### src/rtl/mips_debug_pkg.sv
// Shared constants for the MIPS debug controller: host command bytes, FSM
// state encoding and word framing.
package mips_debug_pkg;

   localparam int BYTES_PER_WORD = 4;

   localparam logic [7:0] CMD_LOAD = 8'h4C;
   localparam logic [7:0] CMD_RUN  = 8'h52;
   localparam logic [7:0] CMD_STEP = 8'h53;
   localparam logic [7:0] CMD_PC   = 8'h50;
   localparam logic [7:0] CMD_HALT = 8'h48;

   typedef enum logic [2:0] {
      IDLE      = 3'd0,
      LOAD_CNT  = 3'd1,
      LOAD_WORD = 3'd2,
      RUN       = 3'd3,
      STEP      = 3'd4,
      REPORT    = 3'd5
   } state_t;

   function automatic logic is_last_byte(input logic [1:0] idx);
      return idx == 2'(BYTES_PER_WORD - 1);
   endfunction

endpackage

### src/rtl/debug_word_serdes.sv
// Four-byte MSB-first word assembler / serializer. A single shift register
// collects incoming load bytes and shifts out the latched PC during reports.
module debug_word_serdes
   import mips_debug_pkg::*;
#(
   parameter int DATA_W = 32,
   parameter int BYTE_W = 8
) (
   input  logic              clk,
   input  logic              i_rst,
   input  logic              i_clear,
   input  logic              i_load,
   input  logic [DATA_W-1:0] i_word,
   input  logic              i_shift,
   input  logic [BYTE_W-1:0] i_byte,
   output logic [DATA_W-1:0] o_word_next,
   output logic [BYTE_W-1:0] o_byte,
   output logic              o_last
);

   logic [DATA_W-1:0] sreg;
   logic [1:0]        idx;

   // Word as it will look once i_byte is shifted in; also the write data on the 4th byte.
   assign o_word_next = {sreg[DATA_W-BYTE_W-1:0], i_byte};
   assign o_byte      = sreg[DATA_W-1 -: BYTE_W];
   assign o_last      = is_last_byte(idx);

   always_ff @(posedge clk) begin
      if (i_rst) begin
         // NOTE: the shift register is reset too, so a partial word never survives a reset.
         sreg <= '0;
         idx  <= '0;
      end else if (i_load) begin
         sreg <= i_word;
         idx  <= '0;
      end else if (i_clear) begin
         idx  <= '0;
      end else if (i_shift) begin
         sreg <= o_word_next;
         idx  <= idx + 2'd1;
      end
   end

endmodule

### src/rtl/mips_debug_ctrl.sv
// Host-facing debug controller: decodes UART command bytes to load program
// words, run or single-step the pipeline, and report the halted PC.
module mips_debug_ctrl
   import mips_debug_pkg::*;
#(
   parameter int DATA_W = 32,
   parameter int BYTE_W = 8,
   parameter int CNT_W  = 8
) (
   input  logic              clk,
   input  logic              i_rst,
   input  logic [BYTE_W-1:0] i_rx_data,
   input  logic              i_rx_valid,
   input  logic              i_tx_ready,
   input  logic [DATA_W-1:0] i_pc,
   input  logic              i_halt_detected,
   output logic [BYTE_W-1:0] o_tx_data,
   output logic              o_tx_valid,
   output logic              o_we,
   output logic [DATA_W-1:0] o_instr_data,
   output logic              o_halt,
   output logic              o_pipe_rst,
   output logic [2:0]        o_state
);

   localparam logic [CNT_W:0] CNT_ONE = 1;

   state_t            state_q, state_d;
   logic [CNT_W:0]    cnt_q, cnt_d;
   logic              released_q, released_d;
   logic              halt_d, we_d, pipe_rst_d;
   logic [DATA_W-1:0] instr_d;

   logic              ser_clear, ser_load, ser_shift, ser_last;
   logic [DATA_W-1:0] ser_word_next;
   logic [BYTE_W-1:0] ser_byte;

   debug_word_serdes #(
      .DATA_W (DATA_W),
      .BYTE_W (BYTE_W)
   ) u_serdes (
      .clk         (clk),
      .i_rst       (i_rst),
      .i_clear     (ser_clear),
      .i_load      (ser_load),
      .i_word      (i_pc),
      .i_shift     (ser_shift),
      .i_byte      (i_rx_data),
      .o_word_next (ser_word_next),
      .o_byte      (ser_byte),
      .o_last      (ser_last)
   );

   always_ff @(posedge clk) begin
      if (i_rst) begin
         state_q      <= IDLE;
         o_halt       <= 1'b1;
         o_we         <= 1'b0;
         o_instr_data <= '0;
         o_pipe_rst   <= 1'b0;
         cnt_q        <= '0;
         released_q   <= 1'b0;
      end else begin
         // NOTE: non-blocking assignments so every register samples pre-edge values.
         state_q      <= state_d;
         o_halt       <= halt_d;
         o_we         <= we_d;
         o_instr_data <= instr_d;
         o_pipe_rst   <= pipe_rst_d;
         cnt_q        <= cnt_d;
         released_q   <= released_d;
      end
   end

   always_comb begin
      // NOTE: every output gets a default first so no path can infer a latch.
      state_d    = state_q;
      halt_d     = o_halt;
      we_d       = 1'b0;
      pipe_rst_d = 1'b0;
      instr_d    = o_instr_data;
      cnt_d      = cnt_q;
      released_d = released_q;
      ser_clear  = 1'b0;
      ser_load   = 1'b0;
      ser_shift  = 1'b0;

      case (state_q)
         IDLE: begin
            if (i_rx_valid) begin
               case (i_rx_data)
                  CMD_LOAD: begin
                     pipe_rst_d = 1'b1;
                     state_d    = LOAD_CNT;
                  end
                  CMD_RUN:  state_d = RUN;
                  CMD_STEP: state_d = STEP;
                  CMD_PC: begin
                     ser_load = 1'b1;
                     state_d  = REPORT;
                  end
                  default: ;
               endcase
            end
         end

         LOAD_CNT: begin
            if (i_rx_valid) begin
               // A count byte of zero stands for the full 2^CNT_W words.
               if (i_rx_data[CNT_W-1:0] == '0) cnt_d = {1'b1, {CNT_W{1'b0}}};
               else                            cnt_d = {1'b0, i_rx_data[CNT_W-1:0]};
               ser_clear = 1'b1;
               state_d   = LOAD_WORD;
            end
         end

         LOAD_WORD: begin
            if (i_rx_valid) begin
               ser_shift = 1'b1;
               if (ser_last) begin
                  we_d    = 1'b1;
                  instr_d = ser_word_next;
                  cnt_d   = cnt_q - CNT_ONE;
                  if (cnt_q == CNT_ONE) state_d = IDLE;
               end
            end
         end

         RUN: begin
            // A retired HALT and a host H in the same cycle collapse into one report.
            if (i_halt_detected || (i_rx_valid && i_rx_data == CMD_HALT)) begin
               halt_d   = 1'b1;
               ser_load = 1'b1;
               state_d  = REPORT;
            end else begin
               halt_d = 1'b0;
            end
         end

         STEP: begin
            // Release for one cycle, refreeze, then sample the advanced PC.
            if (!released_q) begin
               halt_d     = 1'b0;
               released_d = 1'b1;
            end else if (!o_halt) begin
               halt_d = 1'b1;
            end else begin
               ser_load   = 1'b1;
               released_d = 1'b0;
               state_d    = REPORT;
            end
         end

         REPORT: begin
            if (i_tx_ready) begin
               ser_shift = 1'b1;
               if (ser_last) state_d = IDLE;
            end
         end

         default: state_d = IDLE;
      endcase
   end

   assign o_tx_valid = (state_q == REPORT);
   assign o_tx_data  = o_tx_valid ? ser_byte : '0;
   assign o_state    = state_q;

endmodule

### config.mk
export PLATFORM = sky130hd
export DESIGN_NAME = mips_debug_ctrl
export DESIGN_NICKNAME = d
export VERILOG_FILES = /design/src/rtl/mips_debug_pkg.sv /design/src/rtl/debug_word_serdes.sv /design/src/rtl/mips_debug_ctrl.sv
export SDC_FILE = /design/constraint.sdc
export NUM_CORES = 1
export LEC_CHECK = 0
export CORE_ASPECT_RATIO = 0.5
export CORE_MARGIN = 3
export CORE_UTILIZATION = 35
export CTS_CLUSTER_SIZE = 25
export DETAILED_ROUTE_END_ITERATION = 12
export HOLD_SLACK_MARGIN = 0.05
export PLACE_DENSITY_LB_ADDON = 0.1
export SLEW_MARGIN = 20
export SYNTH_ARGS = -nofsm -noshare
export SYNTH_HDL_FRONTEND = slang
export SYNTH_SLANG_ARGS = --single-unit
export TNS_END_PERCENT = 10
### constraint.sdc
create_clock -name clk -period 3.3 [get_ports clk]
set_input_delay 0.66 -clock clk [delete_from_list [all_inputs] [get_ports clk]]
set_output_delay 0.66 -clock clk [all_outputs]
set_load 0.05 [all_outputs]
### Word-level counts from Yosys, hierarchy flattened

Index checks and enable logic that the tools add are counted.

* bits in registers: 82
* bits in writable memories: 0
* word-level logic and storage cells: 89
* memory bits (read-only): 0
* latch bits: 0
* memories: 0

* shifts and indexed selects: 0
* bitwise gates (word level): 3
* divide/modulo/power cells: 0
* equality and inequality tests: 24
* $add $sub $neg: 2
* mux-type cells: 37
* multiply operators: 0
* $lt $le $gt $ge: 0
* reductions and logical operators: 14

Operator list (number)
* $mux 32: 3
* $eq 8x7->1 const B: 5
* $mux 9: 4
* $mux 3: 10
* $ne 2x2->1 const B: 9
* $pmux 3 s6: 1
* $pmux 9 s2: 1
* $mux 1: 13
* $pmux 3 s4: 1
* $reduce_and 11->1: 1
* $eq 9x1->1 const B: 1
* $reduce_or 3->1: 3
* $sub 9x1->9 const B: 1
* $logic_not 8->1: 1
* $mux 8: 1
* $eq 3x2->1 const B: 2
* $eq 3x3->1 const B: 2
* $reduce_bool 2->1: 3
* $ne 5x1->1 const B: 1
* $ne 2x1->1 const B: 2
* $pmux 1 s2: 2
* $reduce_and 4->1: 1
* $eq 3x1->1 const B: 1
* $logic_not 3->1: 1
* 8 further kinds: 10

### Longest topological paths before layout

Gate-level depths: netlist of the first run.

* depth in word-level cells: 7
* mapped depth: 7
* mapped depth without buffers: 6

### By module

A second synthesis of the first run with hierarchy kept.

* cell total of the unflattened synthesis: 489
* area, all modules: 4065.1 um2

Modules (own cells, without submodules)
* mips_debug_ctrl: seq. area each 960.9 um2, instances 1, cells an instance 291, area each 2262.2 um2
* debug_word_serdes: seq. area each 680.7 um2, instances 1, cells an instance 198, area each 1803.0 um2

### Least setup slack after synthesis of the first run

No wires, ideal clock.

* kind: flip-flop to output port
* start point: register state_q[2], in the netlist o_state[2]
* end point: output port o_tx_data[0]
* data arrival time: 1.628 ns
* buffers on the path: 2
* cell stages (with the launch flop): 5
* setup slack: 1.012 ns
* path through: dfxtp_1 -> buf_6 -> and3b_1 -> buf_6 -> and2_1

* cells in the longest elaborated chain, start to end: 2

Ends and longest elaborated chain
* start: declaration: line mips_debug_ctrl.sv:28 `state_t state_q, state_d;`
* start signal: assignment: line mips_debug_ctrl.sv:65 `state_q <= state_d;`
* $eq 3x3->1: line mips_debug_ctrl.sv:165 `assign o_tx_valid = (state_q == REPORT);`
* named net o_tx_valid: line mips_debug_ctrl.sv:18 `output logic o_tx_valid,`
* $mux 8: line mips_debug_ctrl.sv:166 `assign o_tx_data = o_tx_valid ? ser_byte : '0;`
* end: declaration: line mips_debug_ctrl.sv:17 `output logic [BYTE_W-1:0] o_tx_data,`

The timed path passes the listed nets, and every way through them passes these cells.

### Worst setup path in the final report of the first run

* start point: register state_q[1], in the netlist o_state[1]
* end point: output port o_tx_data[1]

* cells in the longest elaborated chain, start to end: 2

Ends and longest elaborated chain (line)
* $eq 3x3->1: mips_debug_ctrl.sv:165
* $mux 8: mips_debug_ctrl.sv:166

Every way passes these cells.

==> summary.txt, run 1 <==
Power and ir drop
  – Leakage: 2.13 nW
  – Pwr dens: 390 mW/mm2
  – Max VDD drop: 0.305 mV

Min path
  – HP Class: reg -> reg
  – WHS Path Cells: 2
  – Worst Hold Launch: o_instr_data[7]

Floorplanning
  – Rows: 28
  – Die area: 0.0142 mm2
  – Core ar.: 0.0121 mm2
  – Die H: 85.8 um
  – I/O pins: 92
  – Initial core utilization: 36.7%
  – Die Width: 166 um

Timing
  – Final worst path period need: 2.70 ns
  – Sum Neg Setup Slack: 0 ns
  – Worst slew pin tran: 0.618 ns
  – Final setup violation count: 0
  – Layout Skew: 0.0106 ns
  – Fmax: 0.371 GHz
  – Slew margin rel.: 58.5%
  – Final Hold Fails: 0
  – RSZ-0062 raised after global routing: false
  – Fin worst setup slack: 0.604 ns
  – Hold slack: 0.455 ns
  – Fin crit share: 81.7%
  – Final Max Slew Viols: 0

Run status
  – Status: finished clean

Cells and area
  – Area added between synthesis and finish: 29.8%
  – Reg area: 0.00164 mm2
  – Most frequent cells in the layout: 90 x clkdlybuf4s50_1, 82 x dfxtp_1, 74 x nand2_1
  – Multi-input logic area: 0.00254 mm2
  – ANT cells: 0
  – Commonest non-fill, non-tap cell in the layout: clkdlybuf4s50_1
  – Final Cell Area: 0.00578 mm2
  – Nets: 645
  – Share of cells above drive strength 1: 6.64%
  – Fill count: 1269

Synthesis
  – Top-area cell type share of the netlist area: 36.9%
  – Main synth FF type: dfxtp_1
  – Distinct cell type count after synthesis: 56
  – Synth Register Bits: 82
  – Cell accounting for the most synthesized area: dfxtp_1
  – Avg Cell Area, Syn: 8.39 um2
  – Register area share after synthesis: 36.9%
  – EDFF count, synth: 0
  – Ys async rst share: 0%
  – Cells after synthesis: 531
  – Ys Warns: 0
  – Cell area after synthesis: 0.00445 mm2
  – Ranking of synthesized cells by area: dfxtp_1 37%, mux2i_1 7.4%, nand2_1 6.2%
  – Post-synth net total: 579

Setup path
  – Startpoint types: flip-flop
  – Reg2Reg Depth: 6
  – Endpoint type of the worst setup path: output pin
  – CP arrival: 2.04 ns
  – Setup Crit Path Kind: reg -> out
  – Max incr delay on CP: 0.81 ns
  – CP max FO: 10
  – Critical path, cell by cell: and3b_1, and2_1, clkdlybuf4s50_1
  – Max stage delay cell, worst path: clkdlybuf4s50_1
  – R2R Path Start: o_state[0]
  – Worst path required time: 2.64 ns
  – Critical path launch point: o_state[1]

Clocking
  – Clock Latency Late Sink: 0.33 ns
  – CTS Hold Bufs: 0
  – Level count of the clock H-tree: 3
  – CTS Buffer Depth: 2
  – Clock sink total: 82
  – Cts bufs inserted: 9
  – Setup bufs post-CTS: 0
  – CTS tree: done
  – Post-CTS Resized: 0
  – CTS clk-pin slew, worst paths: 0.06 ns
  – CTS root buf: clkbuf_16

Global route
  – Pin count of the biggest net entering global routing: 116
  – First-pass GRT wire length: 20.0 mm
  – GR Overflow Total: 0
  – Total track usage: 17.4%
  – Initial antenna violation count: 0
  – Vias in the first global route: 3800

Placed design
  – Hpwl dp: 7.85 mm
  – RePlAce Congestion: 0.822
  – Port bufs: 91
  – Dpl cell area: 0.00545 mm2
  – Dpl ws: 0.596 ns

Drt
  – Final ANT Viol Nets: 0
  – Via density: 5.18
  – Initial DRC count: 302
  – Number of remaining DRC errors: 0
  – Total Wirelength: 12.3 mm
  – Via Count: 3974
  – Detailed-route wire length per cell: 16.1 um
  – DR pass1 iterations: 4

Run
  – Max-Cap Viols: 0
==> per-stage QoR <==
| step | cells | power [mW] | util, % |
|---|---|---|---|
| 6_report | 767 | 2.25 | 47.7 |
| 5_1_grt | 767 | 2.32 | 47.7 |
| 2_1_floorplan | 531 | 1.08 | - |
| 3_3_place_gp | 751 | 1.16 | 45.0 |
| 3_5_place_dp | 751 | 1.16 | 45.0 |
| 4_1_cts | 767 | 2.27 | 47.7 |
==> cell type report <==
type / count / share of cell area [%]
multi-input combinational: 396 / 44.0
timing repair buffer: 102 / 18.0
inverter: 6 / 0.390
sequential: 82 / 28.4
clock buffer: 10 / 3.96
clock inverter: 6 / 1.69
tap: 165 / 3.57
==> sequential cells by signal, summed over array words and instances (netlist names) <==
| name | count |
|---|---|
| u_serdes.sreg | 32 |
| released_q | 1 |
| o_instr_data | 32 |
| o_halt | 1 |
| u_serdes.idx | 2 |
| o_pipe_rst | 1 |
| o_we | 1 |
| cnt_q | 9 |
| o_state | 3 |
==> critical path, delay by kind of cell (launching register included) <==
kind	cells	cell delay, ns
DFF	1	0.31
buffers and inverters	1	0.81
and+or+nand+nor	2	0.58
==> final timing paths <==
path | to | slack (ns)
worst max register to register | u_serdes.sreg[2] | 1.35
worst min register to register | o_instr_data[7] | 0.46
worst min-delay path | o_instr_data[7] | 0.46
worst max-delay path | o_tx_data[1] | 0.60
==> logic make-up after synthesis <==
family / count (synthesis) / synth area share [%]
AND/OR/NAND/NOR: 212 / 26.0
multiplexers: 34 / 7.67
buffers and inverters: 53 / 6.13
AO/OA/AOI/OAI: 145 / 22.1
XOR/XNOR: 2 / 0.393
flip-flops: 82 / 36.9
adder cells (fa/ha/maj): 3 / 0.843
==> report_power, final <==
group          switching (mW)  internal (mW)
clock network           0.438          0.676
registers             0.00137          0.991
logic                  0.0641         0.0806
total                   0.504           1.75
==> cells in the mapped netlist, drive strengths merged, types with 2 or more instances <==
library cell / number
ha: 3
a21boi: 31
nand3: 3
a21oi: 46
nor3b: 4
or3b: 2
nor3: 9
mux2i: 33
a31o: 3
and2: 13
nand4: 5
a211oi: 4
or3: 4
o21a: 3
o21bai: 32
nor2: 11
dfxtp: 82
a41oi: 2
buf: 16
and4: 2
and3: 33
inv: 6
o32ai: 3
clkbuf: 31
o31ai: 2
a311oi: 2
nand2: 74
nor4: 5
o21ai: 11
and3b: 2
nand2b: 35
nor2b: 3
o211ai: 3
xnor2: 2
a21o: 2
nand4b: 2
==> layer usage <==
| metal | part of all wire (%) | track usage, % | vias to the layer above | wire length (um) |
|---|---|---|---|---|
| li1 | - | - | 2002 | - |
| met1 | 52 | 25.9 | 1881 | 6390 |
| met2 | 43 | 26.3 | 80 | 5260 |
| met3 | 4.6 | 3.52 | 11 | 570 |
| met4 | 0.76 | 3.02 | 0 | 94 |
| met5 | 0 | 0 | - | 0 |
Note: power is estimated with default switching activity, not from simulation.
==> run 2, diff against run 1 <==
==> constraint.sdc (replaced) <==
create_clock -name clk -period 2.57 [get_ports clk]
set_input_delay 0.514 -clock clk [delete_from_list [all_inputs] [get_ports clk]]
set_output_delay 0.514 -clock clk [all_outputs]
set_load 0.05 [all_outputs]
==> run 2 against run 1 <==
Against the previous run:
- global-route usage rose by 0.35 points
- sequential share of layout area is 0.81 points lower
- worst hold slack got worse by 0.0028 ns
- clock-buffer cell count did not move
- first-iteration DRC count down 19%
- core utilization up 1.4 points
- critical endpoint is now o_state[2]
- largest power group unchanged
==> summary.txt, run 2 (synthesis results as in run 1) <==
Floorplanning
  – Core ar.: 0.0121 mm2
  – Die Width: 166 um
  – Initial core utilization: 36.7%
  – I/O pins: 92
  – Die H: 85.8 um
  – Rows: 28
  – Die area: 0.0142 mm2

Power and ir drop
  – Clock share of power: 47.1%
  – P_sw: 0.632 mW
  – Sequential share of power: 45.9%
  – Comb power frac: 7.0%
  – Switching share of power: 22.7%
  – Pwr dens: 467 mW/mm2
  – Max VDD drop: 0.373 mV
  – Internal: 2.15 mW
  – Leakage: 2.22 nW

Timing
  – Hold slack: 0.453 ns
  – Fmax: 0.433 GHz
  – Final worst path period need: 2.31 ns
  – Fin crit share: 89.9%
  – Worst slew pin tran: 0.614 ns
  – Final Max Slew Viols: 0
  – Slew margin rel.: 58.8%
  – RSZ-0062 raised after global routing: false
  – Layout Skew: 0.0122 ns
  – Final Hold Fails: 0
  – Sum Neg Setup Slack: 0 ns
  – Fin worst setup slack: 0.260 ns
  – Final setup violation count: 0

Min path
  – Hold EP: o_instr_data[6]
  – WHS Path Cells: 2
  – Worst Hold Launch: o_instr_data[6]
  – HP Class: reg -> reg

Cells and area
  – Commonest non-fill, non-tap cell in the layout: dfxtp_1
  – Most frequent cells in the layout: 82 x dfxtp_1, 81 x clkdlybuf4s50_1, 74 x nand2_1
  – Nets: 654
  – Share of cells above drive strength 1: 9.49%
  – Fill count: 1217
  – Regs by FF count: o_instr_data: 32 flops, u_serdes.sreg: 32 flops, cnt_q: 9 flops
  – Area added between synthesis and finish: 33.6%
  – ANT cells: 0

Setup path
  – Critical path, cell by cell: clkdlybuf4s50_1
  – Setup Crit Path Kind: reg -> out
  – Worst path top cell family by delay: buffers and inverters
  – CP max FO: 13
  – Reg2reg end: u_serdes.sreg[12]
  – Endpoint type of the worst setup path: output pin
  – Reg2Reg Depth: 6
  – Max stage delay cell, worst path: clkdlybuf4s50_1
  – Startpoint types: flip-flop
  – Max incr delay on CP: 0.89 ns
  – R2r setup slk: 0.54 ns
  – CP Buf/Inv Count: 1
  – CP arrival: 1.80 ns
  – R2R Path Start: o_state[0]
  – Worst path required time: 2.06 ns

Clocking
  – CTS Hold Bufs: 0
  – Clock Latency Late Sink: 0.34 ns
  – CTS clk-pin slew, worst paths: 0.06 ns
  – CTS tree: done
  – Setup bufs post-CTS: 0
  – Clock sink total: 82
  – CTS root buf: clkbuf_16
  – Cts bufs inserted: 9
  – CTS Buffer Depth: 2
  – Level count of the clock H-tree: 3
  – Post-CTS Resized: 0

Drt
  – Detailed-route wire length per cell: 16.0 um
  – Total Wirelength: 12.4 mm
  – Final ANT Viol Nets: 0
  – Via density: 5.12
  – Number of remaining DRC errors: 0
  – Initial DRC count: 245
  – DR pass1 iterations: 4
  – Via Count: 3970

Placed design
  – Port bufs: 91
  – Hpwl dp: 8.33 mm
  – Dpl ws: 0.112 ns
  – RePlAce Congestion: 0.798

Global route
  – Vias in the first global route: 3861
  – Total track usage: 17.8%
  – Initial antenna violation count: 0
  – Pin count of the biggest net entering global routing: 66
  – GR Overflow Total: 0
  – First-pass GRT wire length: 20.0 mm

Run
  – Max-Cap Viols: 0

Run status
  – Status: finished clean
==> run 2: layer usage <==
metal  GRT usage, %  part of all wire, %
met1           25.7                   51
met2           27.0                   44
met3           4.05                  4.5
met4           3.85                 0.84
met5              0                    0
==> run 2: cell type report <==
cell class | count | area (um2) | area share, %
tap | 165 | 206 | 3.47
timing repair buffer | 111 | 1230 | 20.7
multi-input combinational | 396 | 2540 | 42.8
inverter | 6 | 22.5 | 0.379
sequential | 82 | 1640 | 27.6
clock buffer | 10 | 229 | 3.85
clock inverter | 6 | 72.6 | 1.22
==> run 2: worst max-delay path by stage <==
stage	from	end	slack, ns	depth (start not counted)
6_report	o_state[2]	o_state[2]	0.26	1
5_1_grt	o_state[2]	o_tx_data[0]	0.11	3
4_1_cts	o_state[2]	o_state[2]	0.24	1
3_5_place_dp	i_rx_data[2]	u_serdes.sreg[12]	0.11	6
3_3_place_gp	i_rx_data[2]	u_serdes.sreg[10]	0.15	6
2_1_floorplan	o_state[2]	o_tx_data[0]	0.43	4
==> run 2: stage by stage <==
stage / instance area (um2) / cells / power [mW] / util [%]
2_1_floorplan: 4450 / 531 / 1.39 / -
3_3_place_gp: 5650 / 760 / 1.50 / 46.6
3_5_place_dp: 5650 / 760 / 1.50 / 46.6
4_1_cts: 5950 / 776 / 2.82 / 49.1
5_1_grt: 5950 / 776 / 2.89 / 49.1
6_report: 5950 / 776 / 2.78 / 49.1
==> run 2: power groups by stage <==
stage | Combinational, mW | Clock [mW] | Sequential (mW)
2_1_floorplan | 0.0825 | 0 | 1.30
3_3_place_gp | 0.197 | 0 | 1.30
3_5_place_dp | 0.195 | 0 | 1.30
4_1_cts | 0.196 | 1.35 | 1.27
5_1_grt | 0.211 | 1.40 | 1.27
6_report | 0.195 | 1.31 | 1.27
==> run 3, diff against run 2 <==
--- a/config.mk
+++ b/config.mk
@@ -5,12 +5,13 @@
 export SDC_FILE = /design/constraint.sdc
 export NUM_CORES = 1
 export LEC_CHECK = 0
-export CORE_ASPECT_RATIO = 0.5
+export CORE_ASPECT_RATIO = 0.8
 export CORE_MARGIN = 3
 export CORE_UTILIZATION = 35
 export CTS_CLUSTER_SIZE = 25
 export DETAILED_ROUTE_END_ITERATION = 12
 export HOLD_SLACK_MARGIN = 0.05
+export MAX_ROUTING_LAYER = met4
 export PLACE_DENSITY_LB_ADDON = 0.1
 export SLEW_MARGIN = 20
 export SYNTH_ARGS = -nofsm -noshare
==> run 3 against run 2 <==
Against the previous run:
- clock skew decreased by 0.0044 ns
- total power increased by 0.54%
- wire length increased by 2.2%
- clock power about the same
- global-route usage increased by 0.96 points
- combinational power about the same
- design area decreased by 0.80%
- critical endpoint is now o_state[1]
- largest cell class unchanged
- largest power group unchanged
- highest routed layer unchanged
==> summary.txt, run 3 (synthesis results as in run 1) <==
Drt
  – Top sig layer: met4
  – Met1 Wirelength: 6.43 mm
  – Final ANT Viol Nets: 0
  – Via density: 5.21
  – DR WL met2: 5.47 mm
  – Initial DRC count: 332
  – DR pass1 iterations: 4
  – Via Count: 4068
  – Number of remaining DRC errors: 0
  – Total Wirelength: 12.7 mm
  – Met3 WL: 641 um
  – Detailed-route wire length per cell: 16.2 um

Global route
  – GR Overflow Total: 0
  – Initial antenna violation count: 0
  – First-pass GRT wire length: 20.6 mm
  – Total track usage: 18.7%
  – Vias in the first global route: 3944
  – Pin count of the biggest net entering global routing: 66

Clocking
  – CTS tree: done
  – Clock Latency Late Sink: 0.34 ns
  – CTS clk-pin slew, worst paths: 0.06 ns
  – Cts bufs inserted: 9
  – Clock sink total: 82
  – CTS root buf: clkbuf_16
  – CTS Hold Bufs: 0
  – Level count of the clock H-tree: 3
  – CTS Buffer Depth: 2

Placed design
  – RePlAce Congestion: 0.823
  – Port bufs: 91
  – Placed cell count: 765
  – Dpl ws: 0.123 ns
  – Hpwl dp: 8.70 mm
  – Dpl cell area: 0.00560 mm2

Cells and area
  – Area added between synthesis and finish: 32.5%
  – Regs by FF count: o_instr_data: 32 flops, u_serdes.sreg: 32 flops, cnt_q: 9 flops
  – Fill count: 1189
  – Finished Layout Cells: 781
  – ANT cells: 0
  – Most frequent cells in the layout: 81 x dfxtp_1, 81 x clkdlybuf4s50_1, 74 x nand2_1
  – Share of cells above drive strength 1: 9.67%
  – Nets: 653
  – Final Cell Area: 0.00590 mm2

Timing
  – Worst slew pin tran: 0.647 ns
  – Slew margin rel.: 56.9%
  – Final Hold Fails: 0
  – Layout Skew: 0.00780 ns
  – RSZ-0062 raised after global routing: false
  – Final worst path period need: 2.35 ns
  – Hold slack: 0.453 ns
  – Fin worst setup slack: 0.220 ns
  – Fin crit share: 91.4%
  – Sum Neg Setup Slack: 0 ns
  – Final setup violation count: 0
  – Final Max Slew Viols: 0
  – Fmax: 0.426 GHz

Power and ir drop
  – Leakage: 2.20 nW
  – Pwr dens: 474 mW/mm2
  – Max VDD drop: 0.295 mV

Floorplanning
  – I/O pins: 92
  – Die area: 0.0141 mm2
  – Core ar.: 0.0123 mm2
  – Die H: 107 um
  – Rows: 36
  – Initial core utilization: 36.2%
  – Die Width: 132 um

Setup path
  – CP max FO: 13
  – Setup Crit Path Kind: reg -> out
  – CP Buf/Inv Count: 1
  – Max stage delay cell, worst path: clkdlybuf4s50_1
  – CP arrival: 1.84 ns
  – Endpoint type of the worst setup path: output pin
  – Startpoint types: flip-flop
  – Worst path top cell family by delay: buffers and inverters
  – Max incr delay on CP: 0.90 ns
  – Worst path required time: 2.06 ns
  – Critical path, cell by cell: clkdlybuf4s50_1

Min path
  – HP Class: reg -> reg

Run status
  – Status: finished clean

Run
  – Max-Cap Viols: 0
==> run 3: through the flow <==
stage,util [%],power [mW]
finish,48.0,2.79
global route,48.0,2.89
floorplan,-,1.39
detailed placement,45.5,1.50
CTS,48.0,2.82
global placement,45.5,1.50
==> run 3: report_power, final <==
part / total (mW) / internal (mW) / switching [mW]
Sequential: 1.28 / 1.27 / 0.00328
Combinational: 0.194 / 0.110 / 0.0846
Clock: 1.32 / 0.760 / 0.565
==> run 3: routing by layer <==
metal  vias up  GRT usage (%)
li1       2016              -
met1      1928           26.4
met2       114           26.6
met3        10           3.99
met4         0           6.15
met5         -              -
==> run 3: what timing repair did <==
item / 4_1_cts / 5_1_grt
buffers inserted: 0 / 0
resized for setup: 0 / 1
setup endpoints to repair: 0 / 3
endpoints found under the hold margin: 0 / 0
==> run 3: final timing paths <==
path | start | endpoint | slack, ns | cells past startpoint
max | o_state[1] | o_state[1] | 0.22 | 1
min | o_instr_data[5] | o_instr_data[5] | 0.45 | 2
max reg2reg | o_state[1] | o_state[1] | 0.61 | 4
min reg2reg | o_instr_data[5] | o_instr_data[5] | 0.45 | 2
==> run 3: layout make-up <==
cell class	count	area, um2	area share (%)
repair buffers	110	1180	19.9
inverters	6	22.5	0.382
flip-flops and latches	82	1640	27.8
multi-input cells	396	2540	43.1
well taps	171	214	3.63
clock inverters	7	77.6	1.31
clock buffers	9	225	3.82
